`config.mk`:
```
export PLATFORM = sky130hd
export DESIGN_NAME = displ_bcd_conv
export DESIGN_NICKNAME = d
export VERILOG_FILES = /design/src/rtl/displ_bcd_conv.sv
export SDC_FILE = /design/constraint.sdc
export NUM_CORES = 1
export LEC_CHECK = 0
export ABC_AREA = 1
export CAP_MARGIN = 25
export CORE_MARGIN = 2
export CORE_UTILIZATION = 55
export CTS_CLUSTER_SIZE = 20
export DETAILED_ROUTE_END_ITERATION = 16
export GPL_TIMING_DRIVEN = 0
export HOLD_SLACK_MARGIN = 0.03
export PLACE_DENSITY = 0.78
export SYNTH_ARGS = -nofsm -noshare
export SYNTH_HDL_FRONTEND = slang
export SYNTH_SLANG_ARGS = --single-unit
```
`constraint.sdc`:
```
create_clock -name clk -period 4.8 [get_ports clk]
set_input_delay 0.72 -clock clk [delete_from_list [all_inputs] [get_ports clk]]
set_output_delay 0.72 -clock clk [all_outputs]
set_load 0.05 [all_outputs]
```
`src/rtl/displ_bcd_conv.sv`:
```
// displ_bcd_conv: turns a CPU-written 32-bit value into packed display digits.
// The decimal path runs a one-bit-per-cycle double-dabble converter. The hex
// path copies the low nibbles straight through. The visible digit register
// changes only on completion, so the displays never show partial results.
// A one-deep pending slot holds the latest write that arrives mid-conversion.
module displ_bcd_conv #(
   parameter int NUM_DIGITS = 6,
   parameter int BIN_WIDTH  = 20
) (
   input  logic                    clk,
   input  logic                    reset,
   input  logic                    wr_en,
   input  logic [31:0]             wr_data,
   input  logic                    hex_mode,
   output logic                    busy,
   output logic                    done,
   output logic                    ovf,
   output logic [4*NUM_DIGITS-1:0] digits
);

   localparam int DW = 4 * NUM_DIGITS;
   localparam int CW = $clog2(BIN_WIDTH + 1);
   localparam logic [31:0]   MAX_VAL   = 32'(10 ** NUM_DIGITS - 1);
   localparam logic [CW-1:0] LAST_ITER = CW'(BIN_WIDTH - 1);

   typedef enum logic {IDLE, CONV} state_t;

   state_t                 state_q, state_d;
   logic [BIN_WIDTH-1:0]   bin_q, bin_d;
   logic [DW-1:0]          bcd_q, bcd_d;
   logic [CW-1:0]          cnt_q, cnt_d;
   logic [DW-1:0]          digits_q, digits_d;
   logic                   ovf_q, ovf_d;
   logic                   done_q, done_d;
   logic                   pend_valid_q, pend_valid_d;
   logic [31:0]            pend_data_q, pend_data_d;
   logic                   pend_hex_q, pend_hex_d;

   // Request selected in IDLE: a live write has priority over the pending slot.
   logic                   req_valid;
   logic [31:0]            req_data;
   logic                   req_hex;

   // Double-dabble step: add 3 to every nibble >= 5, then shift one binary bit in.
   logic [DW-1:0]          bcd_adj;
   logic [DW-1:0]          bcd_shift;

   genvar gi;
   generate
      for (gi = 0; gi < NUM_DIGITS; gi++) begin : g_adj
         assign bcd_adj[4*gi +: 4] = (bcd_q[4*gi +: 4] >= 4'd5) ?
                                     bcd_q[4*gi +: 4] + 4'd3 : bcd_q[4*gi +: 4];
      end
   endgenerate

   assign bcd_shift = {bcd_adj[DW-2:0], bin_q[BIN_WIDTH-1]};

   assign busy   = (state_q == CONV);
   assign done   = done_q;
   assign ovf    = ovf_q;
   assign digits = digits_q;

   // Request source mux for IDLE.
   always_comb begin
      req_valid = 1'b0;
      req_data  = '0;
      req_hex   = 1'b0;
      if (wr_en) begin
         req_valid = 1'b1;
         req_data  = wr_data;
         req_hex   = hex_mode;
      end else if (pend_valid_q) begin
         req_valid = 1'b1;
         req_data  = pend_data_q;
         req_hex   = pend_hex_q;
      end
   end

   // Next-state logic: request dispatch in IDLE, one iteration per cycle in CONV.
   always_comb begin
      state_d      = state_q;
      bin_d        = bin_q;
      bcd_d        = bcd_q;
      cnt_d        = cnt_q;
      digits_d     = digits_q;
      ovf_d        = ovf_q;
      done_d       = 1'b0;
      pend_valid_d = pend_valid_q;
      pend_data_d  = pend_data_q;
      pend_hex_d   = pend_hex_q;

      case (state_q)
         IDLE: begin
            if (req_valid) begin
               pend_valid_d = 1'b0;
               if (req_hex) begin
                  digits_d = req_data[DW-1:0];
                  ovf_d    = 1'b0;
                  done_d   = 1'b1;
               end else if (req_data > MAX_VAL) begin
                  digits_d = {NUM_DIGITS{4'h9}};
                  ovf_d    = 1'b1;
                  done_d   = 1'b1;
               end else begin
                  bin_d   = req_data[BIN_WIDTH-1:0];
                  bcd_d   = '0;
                  cnt_d   = '0;
                  state_d = CONV;
               end
            end
         end
         CONV: begin
            bcd_d = bcd_shift;
            bin_d = {bin_q[BIN_WIDTH-2:0], 1'b0};
            cnt_d = cnt_q + CW'(1);
            if (cnt_q == LAST_ITER) begin
               digits_d = bcd_shift;
               ovf_d    = 1'b0;
               done_d   = 1'b1;
               state_d  = IDLE;
            end
            // Writes during a conversion park in the pending slot; latest wins.
            if (wr_en) begin
               pend_valid_d = 1'b1;
               pend_data_d  = wr_data;
               pend_hex_d   = hex_mode;
            end
         end
         default: state_d = IDLE;
      endcase
   end

   // State registers; reset aborts any conversion and discards the pending slot.
   always_ff @(posedge clk or posedge reset) begin
      if (reset) begin
         state_q      <= IDLE;
         bin_q        <= '0;
         bcd_q        <= '0;
         cnt_q        <= '0;
         digits_q     <= '0;
         ovf_q        <= 1'b0;
         done_q       <= 1'b0;
         pend_valid_q <= 1'b0;
         pend_data_q  <= '0;
         pend_hex_q   <= 1'b0;
      end else begin
         state_q      <= state_d;
         bin_q        <= bin_d;
         bcd_q        <= bcd_d;
         cnt_q        <= cnt_d;
         digits_q     <= digits_d;
         ovf_q        <= ovf_d;
         done_q       <= done_d;
         pend_valid_q <= pend_valid_d;
         pend_data_q  <= pend_data_d;
         pend_hex_q   <= pend_hex_d;
      end
   end

endmodule

```
== Word-level counts from Yosys, hierarchy flattened ==
Index checks and enable logic that the tools add are counted.
Widths: inputs -> output; s select.
Word-level totals
  bits in registers: 110
  bits in latches: 0
  RAM bits: 0
  bits in read-only memories: 0
  logic and storage cells: 83
  memories kept: 0
Operators by class
  add/subtract/negate cells: 7
  multiply operators: 0
  div/mod/pow operators: 0
  order comparisons: 7
  eq/ne operators: 7
  shift operators: 0
  muxes and demuxes: 47
  bitwise operators: 1
  reduce and logical (&&, ||, !) cells: 4
Operators with widths (count)
  $mux 24: 7
  $pmux 24 s2: 2
  $mux 32: 2
  $mux 20: 3
  $pmux 20 s2: 1
  $gt 32x20->1 const B: 1
  $ge 4x3->1 const B: 6
  $add 4x2->4 const B: 5
  $mux 4: 5
  $mux 1: 18
  $mux 5: 3
  $pmux 5 s2: 1
  $ne 2x2->1 const B: 4
  $pmux 1 s2: 4
  $reduce_and 3->1: 2
  $add 5x1->5 const B: 1
  $eq 5x5->1 const B: 1
  $reduce_and 2->1: 2
  $add 3x2->3 const B: 1
  $mux 3: 1
  $ne 3x3->1 const B: 1
  $ne 2x1->1 const B: 1
  $not 1->1: 1

== Longest topological paths before layout ==
Gate-level depths: netlist of run 1.
  depth in word-level cells: 7
  depth in mapped cells: 15

== Worst setup path after synthesis of run 1 ==
OpenSTA, ideal clock, no wires.
  path type: input port to flip-flop
  start point: in wr_en
  end point: reg bcd_q[10]
  arrival time: 1997 ps
  required time: 4677 ps
  slack: 2680 ps
  stages: 10
  buffers on the path: 4
  cell sequence: buf_6 buf_4 a22oi_1 nand3_1 nor2_4 nand3_2 buf_6 buf_6 nand3_1 nand2_1
Between the ends
  word-level cells in the longest chain between the ends: 4
  elaborated cells between the ends (all ways): 8
  classes of those cells: order compare (1); eq/ne (3); mux (3); reduce/logical (1)
RTL lines
  from (decl): RTL line 12  | input logic wr_en,
  $mux 32: RTL line 68  | if (wr_en) begin
  $gt 32x20->1: RTL line 100  | end else if (req_data > MAX_VAL) begin
  $ne 2x2->1 (no line)
  $reduce_and 3->1 (no line) *
  to (signal assigned): RTL line 138  | bcd_q <= '0;
  to (signal assigned): RTL line 149  | bcd_q <= bcd_d;
  to (decl): RTL line 30  | logic [DW-1:0] bcd_q, bcd_d;
Every way passes the cells marked *; elsewhere a longest branch is shown, timed or not.
A chain may end at the register's enable or synchronous reset.

== Final worst setup path of run 1 ==
  start point: in wr_en
  end point: reg bcd_q[9]
Same word-level chain as after synthesis.

==> summary.txt, run 1 <==
STA
  • # setup viols final: 0
  • RSZ-0062 raised after global routing: no
  • Final hold violation count: 0
  • Min cycle time layout: 2.70 ns
  • Final worst setup slack: 2.10 ns
  • Skew final: 0.0125 ns
  • F_max: 370 MHz
  • Worst slew margin: 0.384
  • Tcrit/Tclk final: 0.563
  • Max-slew violations: 0
  • Slew @ Worst Pin: 0.914 ns

Floorplanning
  • Die height: 107 um
  • Core area: 10,300 sq um
  • Initial cell density of the core: 0.566
  • Die area: 11,400 sq um
  • Chip width: 107 um
  • Row count: 37
  • Num ports: 63

Setup path
  • CP max-delay cell: clkdlybuf4s50_1
  • Crit-path max FO: 10
  • CP required: 5.05 ns
  • Worst setup EP type: flop
  • Startpoint types: input port
  • CP Data Arrival Time: 2.95 ns
  • Critical-path cell list: clkdlybuf4s50_1, inv_2, nand2_2, inv_2, a22oi_2, nand3_1, nor2_4, nand3_2, buf_6, buf_6, nand3_1, nand2_1
  • Max incr delay on CP: 0.58 ns
  • Crit Path Class: input port to flop

Place
  • Final Wtd Congestion: 0.897
  • DP Cell Count: 937
  • Post-DP HPWL: 10,900 um
  • PortBufs: 62
  • Post-Place Worst Slack: 1.76 ns

Synth
  • Syn Area/Cell: 7.88 sq um
  • Mapped cell area: 5810 sq um
  • FF+latch count, synth: 110
  • Post-synth net total: 787
  • Register area share after synthesis: 0.474
  • Syn Inst Count: 738
  • Distinct cells, synth: 31
  • Ys Warns: 0

GRT
  • Total gr overflow: 0
  • Initial antenna violation count: 0
  • Vias in the first global route: 5,245
  • Wire length of the first global-routing pass: 24,600 um
  • Total GRT Usage: 0.272
  • Pin count of the biggest net entering global routing: 57

Clock tree
  • Clock transition at path regs: 0.10 ns
  • # resized after CTS: 0
  • Clk buf depth: 2
  • TritonCTS buffer count: 9
  • Clock latency at the later pin of the worst-skew pair: 0.37 ns
  • Postcts setup bufs: 0
  • CTS tree: built
  • Hold_buf cts: 0
  • Root buffer cell: clkbuf_8
  • CTS H-tree depth: 3
  • Clock Sinks: 110

Detailed routing
  • Vias per Instance: 5.54
  • Routed WL per cell: 15.3 um
  • Detailed-route via count: 5,283
  • DRC: 0
  • DR pass1 iterations: 6
  • First-iteration detailed-routing DRC count: 369
  • Detail Route Antenna Nets: 0
  • Final WL: 14,500 um

Final layout
  • Area Overhead vs Synth: 18.4%
  • Ratio of cells with drive above 1 in the final layout: 0.0857
  • Util after Layout: 0.669
  • Footprint of the multi-input gates: 2580 sq um
  • Final std cells w/o fill: 953
  • Sequential cell area: 2750 sq um
  • ANT cells: 0
  • Nets: 861
  • Final-layout fill cell count: 883

Power
  • Worst vdd ir: 347 uV
  • Total power: 4790 uW
  • Power density cells: 696 nW/um^2
  • Total leakage power: 0.00347 uW

Min path
  • Hold crit path type: flop to flop

Run status
  • Outcome: finished clean

Flow run
  • Max_cap viols: 0
[layout make-up]
cell class,count,share of cell area
buffer,41,0.0316
inverter,69,0.0380
multi-input combinational,518,0.376
clock buffer,9,0.0180
sequential,110,0.400
clock inverter,7,0.0178
timing repair buffer,63,0.0942
tap,136,0.0247
[cell families (layout without fill, tap and decap cells)]
group           after synthesis  in the layout  share of synthesized area
compound gates              114            114                      0.108
xor+xnor                      2              2                    0.00301
flops                       110            110                      0.474
fa+ha+maj                    13             13                     0.0280
buf+inv                     110            189                     0.0820
mux                          16             16                     0.0310
simple gates                373            373                      0.275
[power breakdown]
| part | internal (uW) | switching (uW) |
|---|---|---|
| registers | 1360 | 276 |
| logic | 851 | 1620 |
| clock network | 348 | 329 |
| total | 2560 | 2230 |
[final timing paths]
path / startpoint / to / slack, ns / depth (start not counted)
max: wr_en / bcd_q[9] / 2.10 / 12
min: digits[19] / digits[19] / 0.48 / 2
max reg2reg: busy / digits[10] / 2.44 / 8
min reg2reg: digits[19] / digits[19] / 0.48 / 2
max in group asynchronous: reset / bcd_q[11] / 3.25 / 3
min in group asynchronous: reset / bin_q[17] / 0.82 / 2
[synthesized netlist by cell type]
master | count | area [sq um]
nor3_1 | 3 | 15.0
nand4_1 | 10 | 62.6
clkbuf_1 | 18 | 67.6
a21oi_1 | 18 | 90.1
inv_1 | 67 | 251
o21ai_0 | 79 | 395
nand2_1 | 233 | 875
nand3_2 | 1 | 10.0
nor2_1 | 28 | 105
a31o_2 | 1 | 8.76
xor2_1 | 2 | 17.5
nor3_2 | 1 | 10.0
buf_2 | 9 | 45.0
buf_4 | 4 | 30.0
a22oi_2 | 1 | 12.5
mux2_2 | 16 | 180
dfrtp_1 | 110 | 2750
a22oi_1 | 7 | 52.6
nand2_2 | 2 | 12.5
a22oi_4 | 1 | 21.3
o21ai_1 | 6 | 30.0
or2_2 | 5 | 31.3
nand3_1 | 87 | 435
nand2_4 | 1 | 11.3
nand3_4 | 1 | 17.5
inv_2 | 2 | 7.51
o41ai_2 | 1 | 16.3
ha_1 | 13 | 163
buf_6 | 5 | 56.3
buf_1 | 5 | 18.8
nor2_4 | 1 | 11.3
[state kept, by name, indices dropped and copies added, names as in the netlist]
signal and count:
done 1, pend_hex_q 1, digits 24, bin_q 20
pend_data_q 32, ovf 1, cnt_q 5, busy 1
pend_valid_q 1, bcd_q 24
[through the flow]
stage / hold slack [ns] / cell area [sq um] / setup TNS, ns
final: 0.477 / 6880 / 0
after global placement: 0.452 / 6600 / -45.76
after CTS: 0.484 / 6880 / 0
after floorplan: 0.453 / 5810 / 0
after detailed placement: 0.458 / 6630 / 0
after global routing: 0.509 / 6880 / 0
[layout by cell type (no fill, tap or decap), types with 3 or more instances in the layout]
cell type,Yosys,routed
o21ai_0,79,79
clkdlybuf4s50_1,0,62
bufinv_16,0,3
buf_1,5,5
o21ai_1,6,6
nand3_1,87,87
buf_4,4,4
nor3_1,3,3
dfrtp_1,110,110
or2_2,5,5
clkbuf_1,18,18
buf_6,5,5
nand4_1,10,10
a21oi_1,18,18
nor2_1,28,28
buf_2,9,9
mux2_2,16,16
inv_1,67,66
a22oi_1,7,7
ha_1,13,13
nand2_1,233,233
clkbuf_8,0,9
[routing by layer]
| metal | part of all wire | track usage |
|---|---|---|
| met1 | 0.44 | 0.375 |
| met2 | 0.47 | 0.437 |
| met3 | 0.072 | 0.0395 |
| met4 | 0.023 | 0.102 |
| met5 | 0 | 0 |
[critical path: cells and delay by family]
kind	cells	cell delay [ns]
and+or+nand+nor	6	0.77
AOI/OAI and AO/OA	1	0.36
buffers and inverters	5	1.08
Note: power is estimated with default switching activity, not from simulation.
==> run 2, diff against run 1 <==
--- a/config.mk
+++ b/config.mk
@@ -8,12 +8,12 @@
 export ABC_AREA = 1
 export CAP_MARGIN = 25
 export CORE_MARGIN = 2
-export CORE_UTILIZATION = 55
+export CORE_UTILIZATION = 51
 export CTS_CLUSTER_SIZE = 20
 export DETAILED_ROUTE_END_ITERATION = 16
 export GPL_TIMING_DRIVEN = 0
 export HOLD_SLACK_MARGIN = 0.03
-export PLACE_DENSITY = 0.78
+export PLACE_DENSITY = 0.76
 export SYNTH_ARGS = -nofsm -noshare
 export SYNTH_HDL_FRONTEND = slang
 export SYNTH_SLANG_ARGS = --single-unit
==> constraint.sdc (replaced) <==
create_clock -name clk -period 2.22 [get_ports clk]
set_input_delay 0.333 -clock clk [delete_from_list [all_inputs] [get_ports clk]]
set_output_delay 0.333 -clock clk [all_outputs]
set_load 0.05 [all_outputs]
==> run 2 against run 1 <==
Compared with the run above:
- clock skew shrank 0.0050 ns
- total power is 130% higher
- largest power group unchanged
- non-clock buffer count increased by 4
- core utilization shrank 2.6 points
- die area up 7.5%
- final cell count grew 0.73%
- final area grew 2.8%
- critical path depth is the same
- critical endpoint unchanged
- count of clock-buffer cells in the layout increased by 2
- worst setup slack worse by 2.0 ns
- first-iteration DRC count is 6.2% higher
- sequential share of layout area fell by 1.1 points
==> summary.txt, run 2 (synthesis gave the netlist of run 1 again) <==
Run status
  • Outcome: finished clean (unchanged)

Setup path
  • Worst setup EP type: flop (unchanged)
  • Critical Path Start: pend_valid_q (was wr_en)
  • End of the critical path: bcd_q[9] (unchanged)
  • CP required: 2.46 ns (was 5.05 ns)
  • Startpoint types: flop (was input port)
  • Reg2reg end: bcd_q[9] (was digits[10])
  • Most used cell, CP: buf_6
  • CP max-delay cell: dfrtp_1 (was clkdlybuf4s50_1)
  • R2r startpoint: pend_valid_q (was busy)
  • Crit Path Class: flop to flop (was input port to flop)
  • Critical path's top delay family: simple AND/OR/NAND/NOR gates (was buffers and inverters)
  • WP depth: 12 (unchanged)
  • Slack of the worst reg-to-reg path: 0.07 ns (was 2.44 ns)
  • Critical-path cell list: buf_2, nand2_2, inv_4, buf_6, a22oi_4, nand3_1, nor2_4, nand3_2, buf_6, buf_6, nand3_1, nand2_1 (was clkdlybuf4s50_1, inv_2, nand2_2, inv_2, a22oi_2, nand3_1, nor2_4, nand3_2, buf_6, buf_6, nand3_1, nand2_1)
  • Worst path buffer plus inverter count: 5 (unchanged)
  • CP Data Arrival Time: 2.38 ns (was 2.95 ns)
  • R2R depth: 12 (was 8)
  • Max incr delay on CP: 0.37 ns (was 0.58 ns)
  • Crit-path max FO: 10 (unchanged)

Clock tree
  • Root buffer cell: clkbuf_16 (was clkbuf_8)
  • CTS H-tree depth: 3 (unchanged)
  • Clk buf depth: 2 (unchanged)
  • Clock transition at path regs: 0.07 ns (was 0.10 ns)
  • CTS tree: built (unchanged)
  • TritonCTS buffer count: 9 (unchanged)
  • Clock Sinks: 110 (unchanged)
  • Clock latency at the later pin of the worst-skew pair: 0.36 ns (was 0.37 ns)

GRT
  • Wire length of the first global-routing pass: 24,800 um (was 24,600 um)
  • Vias in the first global route: 5,130 (was 5,245)
  • Pin count of the biggest net entering global routing: 39 (was 57)
  • Total gr overflow: 0 (unchanged)
  • Total GRT Usage: 0.247 (was 0.272)
  • Initial antenna violation count: 0 (unchanged)

Power
  • Gate power share: 0.501 (was 0.516)
  • Clock share of power: 0.171 (was 0.141)
  • Sequential fraction of design power: 0.328 (was 0.342)
  • Power density cells: 1550 nW/um^2 (was 696 nW/um^2)
  • Total power: 10,900 uW (was 4790 uW)
  • Worst vdd ir: 960 uV (was 347 uV)
  • Total leakage power: 0.00358 uW (was 0.00347 uW)
  • Internal: 5980 uW (was 2560 uW)
  • Switching Fraction: 0.453 (was 0.465)
  • Net switching power: 4950 uW (was 2230 uW)

Floorplanning
  • Die area: 12,300 sq um (was 11,400 sq um)
  • Chip width: 111 um (was 107 um)
  • Initial cell density of the core: 0.529 (was 0.566)
  • Core area: 11,000 sq um (was 10,300 sq um)
  • Die height: 111 um (was 107 um)
  • Num ports: 63 (unchanged)
  • Row count: 38 (was 37)

STA
  • RSZ-0062 raised after global routing: no (unchanged)
  • Tcrit/Tclk final: 0.968
  • Max-slew violations: 0 (unchanged)
  • # setup viols final: 0 (unchanged)
  • Final hold violation count: 0 (unchanged)
  • Min cycle time layout: 2.15 ns
  • Slew @ Worst Pin: 0.586 ns (was 0.914 ns)
  • Final worst setup slack: 0.0702 ns (was 2.10 ns)
  • Worst slew margin: 0.608 (was 0.384)
  • Skew final: 0.00754 ns (was 0.0125 ns)
  • F_max: 465 MHz

Detailed routing
  • First-iteration detailed-routing DRC count: 392 (was 369)
  • Detailed-route via count: 5,304 (was 5,283)
  • DRC: 0 (unchanged)
  • Detail Route Antenna Nets: 0 (unchanged)
  • Vias per Instance: 5.53 (was 5.54)
  • Routed WL per cell: 15.7 um (was 15.3 um)
  • Final WL: 15,100 um (was 14,500 um)
  • DR pass1 iterations: 6 (unchanged)

Final layout
  • Sequential cell area: 2750 sq um (unchanged)
  • Ratio of cells with drive above 1 in the final layout: 0.100 (was 0.0857)
  • Area Overhead vs Synth: 21.6% (was 18.4%)
  • Nets: 865 (was 861)
  • ANT cells: 0 (unchanged)
  • Final std cells w/o fill: 960 (was 953)
  • Largest Register: pend_data_q (unchanged)
  • Most frequent cells in the layout: 233 x nand2_1, 110 x dfrtp_1, 87 x nand3_1 (unchanged)
  • Max reg flops: 32 (unchanged)
  • Final-layout fill cell count: 957 (was 883)
  • Footprint of the multi-input gates: 2610 sq um (was 2580 sq um)
  • Commonest non-fill, non-tap cell in the layout: nand2_1 (unchanged)

Place
  • Final Wtd Congestion: 0.907 (was 0.897)
  • PortBufs: 62 (unchanged)
  • Post-DP HPWL: 11,200 um (was 10,900 um)
  • DP Cell Count: 943 (was 937)
  • Post-Place Worst Slack: -0.422 ns (was 1.76 ns)

Flow run
  • Max_cap viols: 0 (unchanged)

Min path
  • Hold crit path type: input port to async pin (was flop to flop)
## run 2: cell count changes in the layout (fill, tap and decap cells not counted), moves of 3 or more
cell	change
clkbuf_8	-8
buf_1	-4
clkbuf_2	+6
clkbuf_16	+9
clkbuf_4	+3
buf_12	+3
## run 2: timing repair
| item | in CTS | in global routing |
|---|---|---|
| hold buffers | 0 | 0 |
| resized for setup | 1 | 18 |
| buffers inserted | 2 | 0 |
| setup endpoints to repair | 46 | 73 |
| cloned | 0 | 0 |
| pin swaps | 1 | 0 |
## run 2: area by class of cell
type | instances | area share
flip-flops and latches | 110 | 0.389
multi-input cells | 518 | 0.369
inverters | 69 | 0.0375
plain buffers | 41 | 0.0331
clock buffers | 11 | 0.0343
well taps | 140 | 0.0248
clock inverters | 4 | 0.0134
repair buffers | 67 | 0.0987
## run 2: metal layers
metal / vias up / routed length (um) / global-route usage
met5: - / 0 / 0
met4: 0 / 277 / 0.0867
met3: 33 / 1060 / 0.0355
met2: 244 / 7080 / 0.396
met1: 2482 / 6700 / 0.346
li1: 2545 / - / -
## run 2: power by group through the flow
stage | sequential, uW | combinational, uW | clock [uW]
2_1_floorplan | 4230 | 3070 | 0
3_3_place_gp | 3520 | 5110 | 0
3_5_place_dp | 3580 | 5360 | 0
4_1_cts | 3560 | 5390 | 1890
5_1_grt | 3680 | 6070 | 1970
6_report | 3580 | 5480 | 1870
## run 2: how the worst min path moves through the flow
| stage | startpoint | endpoint | cells past startpoint |
|---|---|---|---|
| global placement | digits[4] | digits[4] | 2 |
| CTS | reset | pend_data_q[26] | 2 |
| finish | reset | pend_data_q[25] | 2 |
| floorplan | pend_data_q[14] | pend_data_q[14] | 2 |
| global route | reset | pend_data_q[24] | 2 |
| detailed placement | digits[6] | digits[6] | 2 |
## run 2: through the flow
| stage | setup TNS (ns) | util | hold WS, ns | cell area [sq um] |
|---|---|---|---|---|
| global placement | -83.44 | 0.602 | 0.454 | 6610 |
| CTS | 0 | 0.640 | 0.236 | 7030 |
| detailed placement | -28.90 | 0.608 | 0.462 | 6670 |
| finish | 0 | 0.644 | 0.238 | 7070 |
| floorplan | 0 | - | 0.453 | 5820 |
| global route | 0 | 0.644 | 0.280 | 7070 |
